===== config.mk =====
export PLATFORM = sky130hd
export DESIGN_NAME = port_match_arbiter
export DESIGN_NICKNAME = d
export VERILOG_FILES = /design/src/rtl/hydra_pkg.sv /design/src/rtl/rr_arbiter.sv /design/src/rtl/port_match_arbiter.sv
export SDC_FILE = /design/constraint.sdc
export NUM_CORES = 2
export LEC_CHECK = 0
export ABC_AREA = 1
export CORE_AREA = 8 8 463 465
export CTS_BUF_LIST = sky130_fd_sc_hd__clkbuf_2 sky130_fd_sc_hd__clkbuf_4 sky130_fd_sc_hd__clkbuf_8
export CTS_CLUSTER_SIZE = 14
export DETAILED_ROUTE_END_ITERATION = 16
export DIE_AREA = 0 0 471 473
export PLACE_DENSITY = 0.42
export REMOVE_ABC_BUFFERS = 1
export SYNTH_ARGS = -nofsm -noshare
export SYNTH_HDL_FRONTEND = slang
export SYNTH_SLANG_ARGS = --single-unit

===== constraint.sdc =====
create_clock -name clk -period 17.2 [get_ports clk]
set_input_delay 3.44 -clock clk [delete_from_list [all_inputs] [get_ports clk]]
set_output_delay 3.44 -clock clk [all_outputs]
set_load 0.01 [all_outputs]

===== src/rtl/hydra_pkg.sv =====
`default_nettype none
// +----------------------------------------------------------------------+
// | Module   : hydra_pkg                                                 |
// | Purpose  : Shared sizing constants, FSM state type and a small fit   |
// |            helper for the port_match_arbiter SRAM-matching engine.   |
// | Contents : PORT_NUM, SRAM_NUM, SCAN_WIDTH, FREE_W, index widths,     |
// |            arb_state_t (IDLE/SCAN/DECIDE), sram_fits().              |
// | Revision : 1.0 - initial release                                     |
// +----------------------------------------------------------------------+
package hydra_pkg;

  localparam int PORT_NUM   = 16;  // write frontends
  localparam int SRAM_NUM   = 32;  // shared SRAMs, multiple of SCAN_WIDTH
  localparam int SCAN_WIDTH = 4;   // SRAMs compared per scan cycle
  localparam int FREE_W     = 11;  // free-space count width (half-words)
  localparam int DEST_NUM   = 16;  // destination ports tracked per SRAM
  localparam int DEST_W     = 4;   // destination port index width
  localparam int LEN_W      = 9;   // packet length width (half-words)

  localparam int PORT_W    = $clog2(PORT_NUM);
  localparam int SRAM_W    = $clog2(SRAM_NUM);
  localparam int GROUP_NUM = SRAM_NUM / SCAN_WIDTH;
  localparam int GROUP_W   = (GROUP_NUM > 1) ? $clog2(GROUP_NUM) : 1;

  typedef enum logic [1:0] {
    IDLE   = 2'd0,
    SCAN   = 2'd1,
    DECIDE = 2'd2
  } arb_state_t;

  // A packet fits when the SRAM has at least as many free half-words.
  function automatic logic sram_fits(input logic [FREE_W-1:0] free,
                                     input logic [LEN_W-1:0]  len);
    return free >= {{(FREE_W-LEN_W){1'b0}}, len};
  endfunction

endpackage
`default_nettype wire


===== src/rtl/rr_arbiter.sv =====
`default_nettype none
// +----------------------------------------------------------------------+
// | Module   : rr_arbiter                                                |
// | Purpose  : Combinational round-robin pick: first set request bit at  |
// |            or after the pointer, wrapping around.                    |
// | Ports    : req       in  N      request vector                       |
// |            ptr       in  PTR_W  priority start index                 |
// |            grant_idx out PTR_W  index of the granted requester       |
// |            any_grant out 1      at least one request is set          |
// | Revision : 1.0 - initial release                                     |
// +----------------------------------------------------------------------+
module rr_arbiter #(
  parameter int N     = 16,
  parameter int PTR_W = 4
) (
  input  logic [N-1:0]     req,
  input  logic [PTR_W-1:0] ptr,
  output logic [PTR_W-1:0] grant_idx,
  output logic             any_grant
);

  int cand;

  always_comb begin
    grant_idx = '0;
    any_grant = 1'b0;
    cand      = 0;
    for (int i = 0; i < N; i++) begin
      cand = int'(ptr) + i;
      if (cand >= N) begin
        cand = cand - N;
      end
      if (!any_grant && req[cand]) begin
        any_grant = 1'b1;
        grant_idx = PTR_W'(cand);
      end
    end
  end

endmodule
`default_nettype wire


===== src/rtl/port_match_arbiter.sv =====
`default_nettype none
// +----------------------------------------------------------------------+
// | Module   : port_match_arbiter                                        |
// | Purpose  : Shares one SRAM-matching engine among the write frontends.|
// |            Grants a requester round-robin, scans SCAN_WIDTH SRAMs    |
// |            per cycle for the best fit (dest affinity first, then     |
// |            free space, ties to lower index), reserves the winner for |
// |            the port until its wr_done.                               |
// | Ports    : clk, rst (async, active high)                             |
// |            match_req     in  per-port request level                  |
// |            req_dest_port in  4 bits per port                         |
// |            req_length    in  9 bits per port (half-words)            |
// |            sram_free     in  FREE_W bits per SRAM                    |
// |            sram_has_dest in  16 bits per SRAM                        |
// |            sram_busy     in  per-SRAM lock                           |
// |            wr_done       in  per-port release pulse                  |
// |            match_end     out one-hot success pulse                   |
// |            match_fail    out no-fit pulse                            |
// |            match_sram    out chosen SRAM (0 unless match_end)        |
// |            reserved      out SRAMs reserved by some port             |
// | Config   : `define MATCH_STICKY_EN to reuse the last SRAM chosen for |
// |            a destination when it still fits, skipping the scan.      |
// | Revision : 1.0 - initial release                                     |
// +----------------------------------------------------------------------+
module port_match_arbiter
  import hydra_pkg::*;
(
  input  logic                         clk,
  input  logic                         rst,
  input  logic [PORT_NUM-1:0]          match_req,
  input  logic [PORT_NUM*DEST_W-1:0]   req_dest_port,
  input  logic [PORT_NUM*LEN_W-1:0]    req_length,
  input  logic [SRAM_NUM*FREE_W-1:0]   sram_free,
  input  logic [SRAM_NUM*DEST_NUM-1:0] sram_has_dest,
  input  logic [SRAM_NUM-1:0]          sram_busy,
  input  logic [PORT_NUM-1:0]          wr_done,
  output logic [PORT_NUM-1:0]          match_end,
  output logic                         match_fail,
  output logic [SRAM_W-1:0]            match_sram,
  output logic [SRAM_NUM-1:0]          reserved
);

  arb_state_t                       state_q, state_d;
  logic [PORT_W-1:0]                rr_ptr_q, rr_ptr_d;
  logic [PORT_NUM-1:0]              port_valid_q, port_valid_d;
  logic [PORT_NUM-1:0][SRAM_W-1:0]  port_sram_q, port_sram_d;
  logic [PORT_W-1:0]                cur_port_q, cur_port_d;
  logic [DEST_W-1:0]                cur_dest_q, cur_dest_d;
  logic [LEN_W-1:0]                 cur_len_q, cur_len_d;
  logic [GROUP_W-1:0]               scan_idx_q, scan_idx_d;
  logic [SRAM_NUM-1:0]              excl_q, excl_d;
  logic                             best_valid_q, best_valid_d;
  logic [SRAM_W-1:0]                best_idx_q, best_idx_d;
  logic [FREE_W:0]                  best_score_q, best_score_d;
  logic [PORT_NUM-1:0]              match_end_q, match_end_d;
  logic                             match_fail_q, match_fail_d;
  logic [SRAM_W-1:0]                match_sram_q, match_sram_d;
  logic [SRAM_NUM-1:0]              reserved_q, reserved_d;

  logic [PORT_NUM-1:0] eligible;
  logic [PORT_W-1:0]   grant_idx;
  logic                any_grant;
  logic [DEST_W-1:0]   grant_dest;
  logic [LEN_W-1:0]    grant_len;
  logic                sticky_hit;
  logic [SRAM_W-1:0]   sticky_sram;

  logic [SRAM_W-1:0]   cand_idx;
  logic [FREE_W-1:0]   cand_free;
  logic                cand_ok;
  logic [FREE_W:0]     cand_score;
  logic                scan_valid;
  logic [SRAM_W-1:0]   scan_best_idx;
  logic [FREE_W:0]     scan_best_score;

  // match_end masking covers the cycle before the frontend drops its request.
  assign eligible = match_req & ~match_end_q & ~port_valid_q;

  rr_arbiter #(
    .N     (PORT_NUM),
    .PTR_W (PORT_W)
  ) u_rr_arbiter (
    .req       (eligible),
    .ptr       (rr_ptr_q),
    .grant_idx (grant_idx),
    .any_grant (any_grant)
  );

  assign grant_dest = req_dest_port[int'(grant_idx)*DEST_W +: DEST_W];
  assign grant_len  = req_length[int'(grant_idx)*LEN_W +: LEN_W];

`ifdef MATCH_STICKY_EN
  logic [DEST_NUM-1:0][SRAM_W-1:0] last_sram_q, last_sram_d;
  logic [DEST_NUM-1:0]             last_valid_q, last_valid_d;

  always_comb begin
    sticky_sram = last_sram_q[grant_dest];
    sticky_hit  = last_valid_q[grant_dest]
                & ~sram_busy[sticky_sram]
                & ~reserved_q[sticky_sram]
                & sram_fits(sram_free[int'(sticky_sram)*FREE_W +: FREE_W], grant_len);
  end

  always_ff @(posedge clk or posedge rst) begin
    if (rst) begin
      last_sram_q  <= '0;
      last_valid_q <= '0;
    end else begin
      last_sram_q  <= last_sram_d;
      last_valid_q <= last_valid_d;
    end
  end
`else
  assign sticky_hit  = 1'b0;
  assign sticky_sram = '0;
`endif

  // One group of SCAN_WIDTH candidates, folded into the running best in
  // ascending index order; strict > keeps the lower index on a tie.
  // Reservations come from the snapshot taken at grant, so a release
  // during the scan is not seen by it.
  always_comb begin
    scan_valid      = best_valid_q;
    scan_best_idx   = best_idx_q;
    scan_best_score = best_score_q;
    cand_idx        = '0;
    cand_free       = '0;
    cand_ok         = 1'b0;
    cand_score      = '0;
    for (int j = 0; j < SCAN_WIDTH; j++) begin
      cand_idx   = SRAM_W'(int'(scan_idx_q) * SCAN_WIDTH + j);
      cand_free  = sram_free[int'(cand_idx)*FREE_W +: FREE_W];
      cand_ok    = ~sram_busy[cand_idx] & ~excl_q[cand_idx]
                 & sram_fits(cand_free, cur_len_q);
      cand_score = {sram_has_dest[int'(cand_idx)*DEST_NUM + int'(cur_dest_q)], cand_free};
      if (cand_ok && (!scan_valid || (cand_score > scan_best_score))) begin
        scan_valid      = 1'b1;
        scan_best_idx   = cand_idx;
        scan_best_score = cand_score;
      end
    end
  end

  // FSM: state register
  always_ff @(posedge clk or posedge rst) begin
    if (rst) begin
      state_q <= IDLE;
    end else begin
      state_q <= state_d;
    end
  end

  // FSM: next state
  always_comb begin
    state_d = state_q;
    case (state_q)
      IDLE: begin
        if (any_grant) begin
          state_d = sticky_hit ? DECIDE : SCAN;
        end
      end
      SCAN: begin
        if (scan_idx_q == GROUP_W'(GROUP_NUM - 1)) begin
          state_d = DECIDE;
        end
      end
      DECIDE:  state_d = IDLE;
      default: state_d = IDLE;
    endcase
  end

  // FSM: datapath and registered outputs
  always_comb begin
    rr_ptr_d     = rr_ptr_q;
    // A release on a port without a reservation clears nothing.
    port_valid_d = port_valid_q & ~wr_done;
    port_sram_d  = port_sram_q;
    cur_port_d   = cur_port_q;
    cur_dest_d   = cur_dest_q;
    cur_len_d    = cur_len_q;
    scan_idx_d   = scan_idx_q;
    excl_d       = excl_q;
    best_valid_d = best_valid_q;
    best_idx_d   = best_idx_q;
    best_score_d = best_score_q;
    match_end_d  = '0;
    match_fail_d = 1'b0;
    match_sram_d = '0;
`ifdef MATCH_STICKY_EN
    last_sram_d  = last_sram_q;
    last_valid_d = last_valid_q;
`endif
    case (state_q)
      IDLE: begin
        if (any_grant) begin
          cur_port_d   = grant_idx;
          cur_dest_d   = grant_dest;
          cur_len_d    = grant_len;
          scan_idx_d   = '0;
          excl_d       = reserved_q;
          // A sticky hit preloads the winner and DECIDE follows directly.
          best_valid_d = sticky_hit;
          best_idx_d   = sticky_sram;
          best_score_d = '0;
        end
      end
      SCAN: begin
        best_valid_d = scan_valid;
        best_idx_d   = scan_best_idx;
        best_score_d = scan_best_score;
        scan_idx_d   = scan_idx_q + GROUP_W'(1);
      end
      DECIDE: begin
        if (best_valid_q) begin
          match_end_d[cur_port_q]  = 1'b1;
          match_sram_d             = best_idx_q;
          port_sram_d[cur_port_q]  = best_idx_q;
          port_valid_d[cur_port_q] = 1'b1;
`ifdef MATCH_STICKY_EN
          last_sram_d[cur_dest_q]  = best_idx_q;
          last_valid_d[cur_dest_q] = 1'b1;
`endif
        end else begin
          match_fail_d = 1'b1;
        end
        rr_ptr_d = (cur_port_q == PORT_W'(PORT_NUM - 1)) ? '0 : cur_port_q + PORT_W'(1);
      end
      default: ;
    endcase
  end

  // Reservation map follows the next-state port table so it lands in the
  // same cycle as match_end or one cycle after wr_done.
  always_comb begin
    reserved_d = '0;
    for (int p = 0; p < PORT_NUM; p++) begin
      if (port_valid_d[p]) begin
        reserved_d[port_sram_d[p]] = 1'b1;
      end
    end
  end

  always_ff @(posedge clk or posedge rst) begin
    if (rst) begin
      rr_ptr_q     <= '0;
      port_valid_q <= '0;
      port_sram_q  <= '0;
      cur_port_q   <= '0;
      cur_dest_q   <= '0;
      cur_len_q    <= '0;
      scan_idx_q   <= '0;
      excl_q       <= '0;
      best_valid_q <= 1'b0;
      best_idx_q   <= '0;
      best_score_q <= '0;
      match_end_q  <= '0;
      match_fail_q <= 1'b0;
      match_sram_q <= '0;
      reserved_q   <= '0;
    end else begin
      rr_ptr_q     <= rr_ptr_d;
      port_valid_q <= port_valid_d;
      port_sram_q  <= port_sram_d;
      cur_port_q   <= cur_port_d;
      cur_dest_q   <= cur_dest_d;
      cur_len_q    <= cur_len_d;
      scan_idx_q   <= scan_idx_d;
      excl_q       <= excl_d;
      best_valid_q <= best_valid_d;
      best_idx_q   <= best_idx_d;
      best_score_q <= best_score_d;
      match_end_q  <= match_end_d;
      match_fail_q <= match_fail_d;
      match_sram_q <= match_sram_d;
      reserved_q   <= reserved_d;
    end
  end

  assign match_end  = match_end_q;
  assign match_fail = match_fail_q;
  assign match_sram = match_sram_q;
  assign reserved   = reserved_q;

endmodule
`default_nettype wire


# Word-level counts from Yosys, hierarchy flattened
# Cells that the tools add are included.
# word_totals
reg_bits	226
word_cells	485
output_inout_bits	54
# classes
reduce_logical	65
bitwise	38
muxes	211
addsub	40
n_eq_ne	7
magnitude_cmp	82
shift	6
n_mul	5
# ops
cell	count
$shiftx A352 B10 Y11	4
$mux W32	32
$lt A32 B6 Y1 const B	16
$ge A32 B6 Y1 const B	15
$or A32 B32 Y32	15
$sub A32 B6 Y32 const B	15
$mux W80	2
$shiftx A144 B9 Y9	1
$lt A5 B6 Y1 const B	20
$mux W1	88
$bwmux W80	1
$demux W1 S5	16
$ge A5 B1 Y1 const B	16
$mux W4	17
$bmux W1 S4	16
$mux W16	4
$shiftx A64 B7 Y4	1
$mux W12	5
$and A16 B16 Y16	3
$gt A12 B12 Y1	4
$not A16 Y16	3
$ge A11 B9 Y1	4
$add A4 B4 Y5 const B	8
$add A9 B4 Y10	4
44 further kinds	144

# Depth between registers and ports, before layout
# depth
depth_word	54
ltp_mapped	66

# By module
# Synthesis repeated with hierarchy kept, for this count alone.
# hier_totals
hier_cells	4435
area_unflattened_um2	26670.6
# by_module_without_submodules
mod	area_per_inst_um2	cells_each	n_inst	seq_area_each_um2
port_match_arbiter	24885.1	4080	1	5655.4
rr_arbiter	1785.5	355	1	0.0

# Least setup slack after synthesis
# Ideal clock, no wire load.
# synth_path
kind	in2reg
start	in sram_has_dest[205]
end	reg best_idx_q[2]
required_time_ps	17076
arrival_ps	10138
setup_time_ps	124
setup_slack_ps	6938
cell_stages	59
cell_sequence	o21ai_0 o22ai_1 o21ai_0 o32ai_1 o211ai_1 nand3_1 nand2_1 inv_1 ha_1 nand2_1 inv_1 nand3_1 nor3_1 nand2_1 o2111ai_1 o21ai_0 a21oi_1 inv_1 [23 not listed] clkbuf_1 nand2_1 o21ai_0 ha_1 a21oi_1 o21ai_0 a21oi_1 o211ai_1 o21ai_0 nand2_1 nand2_1 inv_1 nor2_1 nand4_1 nand2_1 inv_2 nand3_1 o21ai_1
# synth_between
elab_chain_cells	20
elab_cells_between_ends	39
# synth_rtl
element	line_no	rtl
start, declared	port_match_arbiter.sv:34	input logic [SRAM_NUM*DEST_NUM-1:0] sram_has_dest,
$bmux W1 S9	port_match_arbiter.sv:135	cand_score = {sram_has_dest[int'(cand_idx)*DEST_NUM + int'(cur_dest_q)], cand_free};
$mux W1 (implied by the code) (2 in a row)	port_match_arbiter.sv:135	
$gt A12 B12 Y1	port_match_arbiter.sv:136	if (cand_ok && (!scan_valid || (cand_score > scan_best_score))) begin
$logic_or A1 B1 Y1	port_match_arbiter.sv:136	
$logic_and A1 B1 Y1	port_match_arbiter.sv:136	
$mux W12 or $mux W1 (tied branches)	port_match_arbiter.sv:136	
$gt A12 B12 Y1 or $logic_not A1 Y1 (tied branches)	port_match_arbiter.sv:136	
$logic_or A1 B1 Y1	port_match_arbiter.sv:136	
[3 not listed]	--	
$logic_or A1 B1 Y1	port_match_arbiter.sv:136	
$logic_and A1 B1 Y1	port_match_arbiter.sv:136	
$mux W12 or $mux W1 (tied branches)	port_match_arbiter.sv:136	
$gt A12 B12 Y1 or $logic_not A1 Y1 (tied branches)	port_match_arbiter.sv:136	
$logic_or A1 B1 Y1	port_match_arbiter.sv:136	
$logic_and A1 B1 Y1	port_match_arbiter.sv:136	
$ne A5 B5 Y1 (no source line) or $mux W5 (tied branches)	--	
$reduce_and A3 Y1 (no source line) or $pmux W5 S2 (tied branches)	--	
end signal, assigned	port_match_arbiter.sv:270	best_idx_q <= best_idx_d;
end, declared	port_match_arbiter.sv:53	logic [SRAM_W-1:0] best_idx_q, best_idx_d;
# Several ways; a longest one is shown, not always the timed one. The select of a mux whose other input is x is not followed.
# A chain may end at the register's enable or synchronous reset.

# Worst setup path after layout
# layout_path
start	in sram_has_dest[389]
end	reg best_idx_q[2]
# Same word-level chain as after synthesis.

==> run metrics <==
status=finished clean; I/O Pins=between 1000 and 1500; Synth async-reset ratio=100%; Mapped Area=26400 um2; area share of the largest cell type after synthesis=21.4%; initial core utilization=approximately an eighth; H-tree depth=2; Hold Buf Count CTS=0; DR WL/cell=29.7 um; Worst EP arrival=14.32 ns; CP top delay family=simple AND/OR/NAND/NOR gates; worst-case reg-to-reg path depth=59; Layout Nets=6744; Filler Cells Inserted=23500; Skew-Pair Late Insertion Delay=0.74 ns; Core ar.=206000 um2; slew of the pin with the lowest slew margin=1.37 ns; yosys warns=0; clock skew=0.0868 ns; Total GRT Usage=20.6%; number of vias per cell=around 4.7; top post-synthesis cells by area=dfrtp_1 (21%), o21ai_0 (13%), nor2_1 (11%); Critical Path Most Common Cell=nand2_1; input/output buffers=1191; CP Class=in -> reg; Worst setup SP type=input pin; wirelength, routed=246 mm; clock-pin slew on the worst setup and hold paths=about 0.06 ns; reg-to-reg critical path endpoint=best_idx_q[2]$_DFFE_PP0P_; post-synthesis instance total=approximately 4500; DRT iter0 DRCs=3726; Post-CTS Setup Bufs=0; sequential element share of the synthesized area=21.4%; Hold Violations, Final=0; Max Buffers Root-to-Sink=3; Worst Hold Endpoint=excl_q[27]$_DFFE_PP0P_; Commonest cells post-synth=nor2_1 (797), nand2_1 (778), o21ai_0 (665); Critical-path top delay cell=nand2_1; Die X=471 um; Reg2Reg Setup Slack=4.15 ns; max-slew violations=0; DRT antenna net count=0; Max Cap Viol=0; setup TNS=0 ns; Worst Setup End Kind=flip-flop; reg2reg start=cur_dest_q[0]$_DFFE_PP0P_; hold_sp=reserved[27]$_DFF_PP0_; drt drc=0; Pwr Density=208 nW/um2; Cell variety after synth=51; count leader, synth=nor2_1; Final WS setup=between 3 and 4 ns; area leader, netlist=dfrtp_1; die area=223000 um2; EDFF count, synth=0; TritonCTS buffer count=50; vias in the first global route=37900; CTS tree=built; hold slack final=0.461 ns; detailed-route via count=39000; CP peak stage delay=approximately 0.54 ns; initial antenna violation count=63; period utilisation layout=about four fifths; hpwl dp=200 mm; CTS Sinks=226; post-synthesis register bit count=226; Util after Layout=20.5%; site row count=roughly 170; Fmax=73.0 MHz; Slew headroom=8.73%; DIE HEIGHT=between 400 and 500 um; largest net degree at the start of global routing=135; CTS root buffer=clkbuf_8; first-pass GRT wire length=328 mm; WHS Path Cells=2; crit path max fanout=26; RSZ-0062 raised after global routing=no; number of detailed-route iterations in the first pass=8; GPL Wtd Cong=0.991; gr ovfl total=0; hold crit path type=reg -> reg; Critical Path RT=17.81 ns; share of cells above drive strength 1=~4.7%; area delta synth->final=60.6%; post-cts resize count=0; dpl ws=roughly 2.8 ns; Leak Pwr=0.0171 uW; Tmin final=13.70 ns; Setup-failing EPs final=0; number of buffers and inverters on the critical path=8; prevailing post-synth register cell=dfrtp_1; maximum vdd drop=0.000160 V; Syn Area/Cell=5.90 um2; Crit. Startpoint=sram_has_dest[389]
==> worst max-delay path by stage <==
stage                                endpoint  slack [ns]  depth (start not counted)
floorplan           best_idx_q[2]$_DFFE_PP0P_        0.86                         57
global placement    best_idx_q[2]$_DFFE_PP0P_        2.59                         59
detailed placement  best_idx_q[2]$_DFFE_PP0P_        2.77                         57
CTS                 best_idx_q[2]$_DFFE_PP0P_        3.60                         57
global route        best_idx_q[3]$_DFFE_PP0P_        2.67                         55
finish              best_idx_q[2]$_DFFE_PP0P_        3.50                         57
==> cells in the final DEF, fill, tap and decap left out, types with 7 or more instances in the layout <==
master | Yosys | layout
clkdlybuf4s50_1 | 0 | 1191
nor2_1 | 797 | 795
nand2_1 | 778 | 778
o21ai_0 | 665 | 665
nand3_1 | 440 | 439
o22ai_1 | 401 | 401
inv_1 | 302 | 296
dfrtp_1 | 226 | 219
ha_1 | 97 | 97
nor3_1 | 68 | 68
clkbuf_8 | 0 | 63
buf_4 | 14 | 62
a31oi_1 | 52 | 52
a21oi_1 | 51 | 50
nor4_1 | 46 | 46
or2_2 | 44 | 44
o221ai_1 | 35 | 35
nand4_1 | 34 | 34
o31ai_1 | 27 | 27
diode_2 | 0 | 21
o21ai_1 | 17 | 17
nand3b_1 | 14 | 14
clkbuf_4 | 0 | 13
inv_2 | 11 | 12
nor2_2 | 9 | 10
o32ai_1 | 9 | 9
o2111ai_1 | 9 | 9
clkinv_1 | 10 | 8
dfrtp_4 | 0 | 7
buf_12 | 0 | 7
==> worst min-delay path: stages, from the launching register on <==
cell and delay [ns]:
dfrtp_1 0.36, nand2_1 0.06, nand2_1 0.05
==> through the flow <==
step	power (uW)	cells	cell area (um2)
2_1_floorplan	5010	4197	25200
3_3_place_gp	8180	8161	41200
3_5_place_dp	8180	8161	41200
4_1_cts	8950	8248	42300
5_1_grt	9690	8255	42300
6_report	8820	8269	42400
==> final cells by class <==
| cell class | count | area (um2) | area share [%] |
|---|---|---|---|
| diodes | 21 | 52.6 | 0.124 |
| well taps | 2704 | 3380 | 7.98 |
| clock buffers | 76 | 965 | 2.28 |
| inverters | 323 | 1240 | 2.93 |
| clock inverters | 11 | 175 | 0.413 |
| repair buffers | 1260 | 12500 | 29.6 |
| multi-input cells | 3648 | 18400 | 43.3 |
| flip-flops and latches | 226 | 5680 | 13.4 |
==> registers in the layout (all words and copies together), names as in the netlist, 9 cells and up <==
name          flops
port_sram_q      80
excl_q           32
reserved         32
match_end        16
port_valid_q     16
best_score_q     12
cur_len_q         9
==> routing by layer <==
| layer | wire length (um) | GRT usage, % |
|---|---|---|
| met1 | 103000 | 26.0 |
| met2 | 119000 | 35.8 |
| met3 | 16900 | 4.46 |
| met4 | 6290 | 4.68 |
| met5 | 249 | 0 |
==> report_power, final <==
group / leakage, uW / total (uW) / switching [uW] / internal [uW]
combinational: 0.0135 / 7310 / 5180 / 2130
clock: 0.000599 / 716 / 298 / 417
sequential: 0.00304 / 794 / 144 / 649
==> logic make-up (layout without fill, tap and decap cells) <==
| kind of cell | count (synthesis) | count (layout) | share of synthesized area (%) |
|---|---|---|---|
| buffers and inverters | 597 | 1670 | 9.19 |
| XOR/XNOR | 8 | 8 | 0.365 |
| other | 0 | 21 | 0 |
| AO/OA/AOI/OAI | 1292 | 1292 | 28.0 |
| flip-flops | 226 | 226 | 21.4 |
| AND/OR/NAND/NOR | 2251 | 2251 | 36.4 |
| adder cells (fa/ha/maj) | 97 | 97 | 4.60 |
Note: power is estimated with default switching activity, not from simulation.
